`src/rtl/req_arbiter.sv`:
```
// req_arbiter: 16-way arbiter for a shared resource.
// Requests arrive as {req_a, req_b}; bit 15 is the highest fixed priority.
// A grant is held until the owner signals done, drops its request, the
// arbiter is disabled, or the hold timeout fires. Optional round-robin
// rotation searches downward from just below the last released owner.
module req_arbiter #(
  parameter int CNT_W    = 4,
  parameter int HOLD_MAX = 15
) (
  input  logic        clk,
  input  logic        rst_n,
  input  logic        ena,
  input  logic [7:0]  req_a,
  input  logic [7:0]  req_b,
  input  logic        rr_mode,
  input  logic        done,
  output logic        grant_valid,
  output logic [3:0]  grant_id,
  output logic [15:0] grant_onehot,
  output logic        timeout
);

  typedef enum logic {IDLE, GRANT} state_t;

  state_t             state, state_nx;
  logic [CNT_W-1:0]   hold_cnt, hold_cnt_nx;
  logic [3:0]         last_id, last_id_nx;
  logic               grant_valid_nx;
  logic [3:0]         grant_id_nx;
  logic [15:0]        grant_onehot_nx;
  logic               timeout_nx;

  logic [15:0]        req;
  logic [3:0]         fix_id;
  logic [3:0]         rr_id;
  logic [3:0]         rr_idx;
  logic [3:0]         winner;
  logic               rel_norm;
  logic               rel_to;

  assign req = {req_a, req_b};

  // Hold counter increments but never wraps back to zero.
  function automatic logic [CNT_W-1:0] sat_inc(input logic [CNT_W-1:0] v);
    return (v == {CNT_W{1'b1}}) ? v : v + 1'b1;
  endfunction

  // Pick the fixed-priority and round-robin candidates from the live requests.
  always_comb begin
    fix_id = 4'd0;
    rr_id  = 4'd0;
    rr_idx = 4'd0;
    // Ascending scan: the last hit is the highest set bit.
    for (int i = 0; i < 16; i++) begin
      if (req[i]) fix_id = 4'(i);
    end
    // Scan from farthest (last_id itself) to nearest (last_id-1) so the
    // nearest requester below last_id overwrites the others.
    for (int k = 16; k >= 1; k--) begin
      rr_idx = last_id - 4'(k);
      if (req[rr_idx]) rr_id = rr_idx;
    end
    winner = rr_mode ? rr_id : fix_id;
  end

  // Next-state and registered-output values for the IDLE/GRANT machine.
  always_comb begin
    state_nx        = state;
    grant_valid_nx  = grant_valid;
    grant_id_nx     = grant_id;
    grant_onehot_nx = grant_onehot;
    timeout_nx      = 1'b0;
    hold_cnt_nx     = hold_cnt;
    last_id_nx      = last_id;
    rel_norm        = done || !req[grant_id] || !ena;
    rel_to          = (HOLD_MAX != 0) && (hold_cnt == CNT_W'(HOLD_MAX));
    case (state)
      IDLE: begin
        if (ena && (req != 16'd0)) begin
          state_nx        = GRANT;
          grant_valid_nx  = 1'b1;
          grant_id_nx     = winner;
          grant_onehot_nx = 16'd1 << winner;
          hold_cnt_nx     = CNT_W'(1);
        end
      end
      GRANT: begin
        if (rel_norm || rel_to) begin
          // A normal release at the same edge as the timeout suppresses the pulse.
          state_nx        = IDLE;
          grant_valid_nx  = 1'b0;
          grant_onehot_nx = 16'd0;
          last_id_nx      = grant_id;
          timeout_nx      = !rel_norm;
        end else begin
          hold_cnt_nx = sat_inc(hold_cnt);
        end
      end
      default: state_nx = IDLE;
    endcase
  end

  // State and output registers, cleared asynchronously.
  always_ff @(posedge clk or negedge rst_n) begin
    if (!rst_n) begin
      state        <= IDLE;
      grant_valid  <= 1'b0;
      grant_id     <= 4'd0;
      grant_onehot <= 16'd0;
      timeout      <= 1'b0;
      hold_cnt     <= '0;
      last_id      <= 4'd0;
    end else begin
      state        <= state_nx;
      grant_valid  <= grant_valid_nx;
      grant_id     <= grant_id_nx;
      grant_onehot <= grant_onehot_nx;
      timeout      <= timeout_nx;
      hold_cnt     <= hold_cnt_nx;
      last_id      <= last_id_nx;
    end
  end

endmodule

```
`config.mk`:
```
export PLATFORM = sky130hd
export DESIGN_NAME = req_arbiter
export DESIGN_NICKNAME = d
export VERILOG_FILES = /design/src/rtl/req_arbiter.sv
export SDC_FILE = /design/constraint.sdc
export NUM_CORES = 1
export LEC_CHECK = 0
export CAP_MARGIN = 15
export CORE_ASPECT_RATIO = 0.6
export CORE_MARGIN = 1
export CORE_UTILIZATION = 45
export DETAILED_ROUTE_END_ITERATION = 8
export PLACE_DENSITY_LB_ADDON = 0.1
export SLEW_MARGIN = 40
export SYNTH_ARGS = -nofsm -noshare
export SYNTH_HDL_FRONTEND = slang
export SYNTH_SLANG_ARGS = --single-unit
```
`constraint.sdc`:
```
create_clock -name clk -period 6.4 [get_ports clk]
set_clock_uncertainty 0.2 [all_clocks]
set_input_delay 1.6 -clock clk [delete_from_list [all_inputs] [get_ports clk]]
set_output_delay 1.6 -clock clk [all_outputs]
set_load 0.01 [all_outputs]
```
==> metrics.cfg <==
[die]
die_w_um = 127
core_region_area_um2 = 8750
start_util_pct = 47.9
dieArea_um2 = 9710
rows = 26
chipHeight_um = 76.7
ios = 43

[logic_synthesis]
avgSynthCellArea_um2 = 9.61
ys_ff_latch = 31
yosys.area.top_type = dfrtp_1
ys_async_sr_fraction_pct = 100
synth.distinct_cells = 77
synth_mux_area_share_pct = 30.2
yosys-top-cells-area = dfrtp_1 19%, mux4_2 16%, mux4_1 5.6%
synthSimpleGateAreaFrac_pct = 15.8
synth_compound_gate_area_share_pct = 23.9
synthesis.nets = 465
yosys_warnings = 0
yosysTopAreaCellShare_pct = 18.5
syn_area_um2 = 4190
ys.flop_type = dfrtp_1
synthCells = 436
synth_top_family_by_area = multiplexers
synthXorXnorAreaFrac_pct = 2.90
synth-seq-area-share_pct = 18.5
synthAdderAreaFrac_pct = 2.39
synth_edf_count = 0

[placed_design]
routabilityCongestion = 0.979
hpwl_mm = 10.5
io_buffers = 42

[clock_network]
cts_resized = 0
cts_made_buffers = 5
cts_sinks = 31
cts.reportedPaths.clkPinSlew_ps = 50
cts_root_buf = clkbuf_16
cts_tree = yes
htreeDepth = 2
clock_path_buffers = 2
postCtsHoldBufs = 0
clock_latency_ps = 270
postCtsSetupBuffers = 0

[layout]
n_fill_cell = 784
area_delta_synth_final_pct = 14.5
drive_above_1_share_pct = 17.7
diodes = 0
nNetsFinal = 486

[global_routing]
grt_first_pass_wirelength_mm = 22.1
grt_use_total_pct = 29.9
globalRouteOverflowTotal = 0
antenna_found_initial = 0
first_global_vias = 3688
grt_start_max_net_pins = 35

[route]
vias_per_cell = 7.18
vias = 4095
routed_wl_mm = 14.1
antenna_left = 0
drc = 0
drt-initial-drc-count = 466
first_pass_iters = 6
wl_per_cell_um = 24.7

[setup_path]
cp-end-kind = flip-flop
cp_cell_sequence = clkdlybuf4s50_1, mux4_2, mux2_2, a21o_1, a211oi_1, o221ai_1, o21ai_1, nand3_1, o41ai_1
critPathMaxStageDelay_ps = 650
crit_type = input port to flip-flop
cp_slowest_cell = clkdlybuf4s50_1
critPathArrivalTime_ps = 5360
start_kind = input port
crit_fanout = 11
critPathRequiredTime_ps = 6350

[outcome]
outcome = complete, no violations

[timing]
tightest_slew_ps = 826
post-route-period-util_pct = 84.6
fmax_mhz = 185
grt_setup_unrepaired = no
setup_tns_ps = 0
finalSetupViolations = 0
min_period_ps = 5410
hold_viol = 0
drv_slew = 0
slew_headroom_pct = 43.5

[hold_path]
hold_class = flip-flop to flip-flop

[run]
cap_violations = 0

==> kinds of logic after synthesis <==
family	Yosys count
multiplexers	71
adder cells (fa/ha/maj)	8
AND/OR/NAND/NOR	130
AO/OA/AOI/OAI	129
flip-flops	31
XOR/XNOR	13
buffers and inverters	54
==> placed cells by master (no fill, tap or decap), types with 4 or more instances in the layout <==
master,n
a2111oi_0,4
a2111oi_1,4
a211oi_1,4
a21oi_1,14
a22oi_1,5
a31oi_1,5
and3_1,4
buf_4,10
clkbuf_16,5
clkdlybuf4s50_1,42
dfrtp_1,30
ha_1,8
inv_1,14
mux2_2,11
mux2i_1,19
mux4_1,9
mux4_2,30
nand2_1,40
nand2b_1,4
nand3_1,4
nor2_1,28
nor2b_1,5
nor3_1,10
nor4_1,5
o211ai_1,4
o21a_1,4
o21ai_0,19
o21bai_1,6
o221ai_1,4
o22ai_1,4
o31ai_1,4
o41ai_1,16
or2_2,6
xnor2_1,7
xor2_1,4
==> flip-flops by register name (all words and copies together) (netlist names) <==
signal,flops
grant_onehot,16
last_id,4
timeout,1
state,1
hold_cnt,4
grant_id,4
grant_valid,1
==> path summary, 6_finish.rpt <==
kind / from / end / depth (start not counted) / slack [ps]
min reg2reg: grant_onehot[12] / grant_onehot[12] / 2 / 270
min in group asynchronous: rst_n / grant_onehot[15] / 2 / 1510
min: grant_onehot[12] / grant_onehot[12] / 2 / 270
max reg2reg: last_id[0] / grant_onehot[9] / 9 / 1450
max: req_b[2] / grant_onehot[9] / 9 / 990
max in group asynchronous: rst_n / last_id[0] / 2 / 4170
==> cell usage after synthesis, drive strengths merged (5+ instances only) <==
cell	number
mux2	12
o21bai	6
nand2	40
a2111oi	9
mux2i	20
a22oi	5
nor3	10
a21oi	15
clkbuf	22
nor4	7
buf	16
ha	8
o21ai	21
dfrtp	31
o41ai	16
or2	6
a31oi	5
inv	14
mux4	39
xnor2	9
nor2	30
nor2b	5
==> metal layers <==
metal / wire (um) / track usage [%]
met5: 0 / 0
met4: 82 / 3.98
met3: 1700 / 11.0
met2: 5480 / 37.8
met1: 6820 / 47.6
==> worst max-delay path, delay by kind of cell <==
family	cells	cell delay [ps]
AO/OA/AOI/OAI	5	1670
multiplexers	2	1020
buffers and inverters	1	650
AND/OR/NAND/NOR	1	410
==> metrics by stage <==
| step | instances | setup WS, ps | cell area, um2 | hold slack [ps] | util (%) |
|---|---|---|---|---|---|
| after floorplan | 436 | 1860 | 4190 | 268 | - |
| after global placement | 562 | 843 | 4620 | 259 | 52.8 |
| after detailed placement | 562 | 809 | 4630 | 260 | 52.9 |
| after CTS | 570 | 1110 | 4780 | 272 | 54.7 |
| after global routing | 570 | 840 | 4800 | 306 | 54.8 |
| final | 570 | 988 | 4800 | 271 | 54.8 |
==> cell type report <==
| type | count | area (um2) | area share, % |
|---|---|---|---|
| Clock buffer | 8 | 156 | 3.26 |
| Timing Repair Buffer | 52 | 495 | 10.3 |
| Tap cell | 112 | 140 | 2.92 |
| Multi-Input combinational cell | 351 | 3170 | 66.1 |
| Sequential cell | 31 | 777 | 16.2 |
| Inverter | 16 | 60.1 | 1.25 |
Power is left out: the tool's default activity adds up to more than one toggle a clock period on the data nets, which glitch-free logic cannot reach.
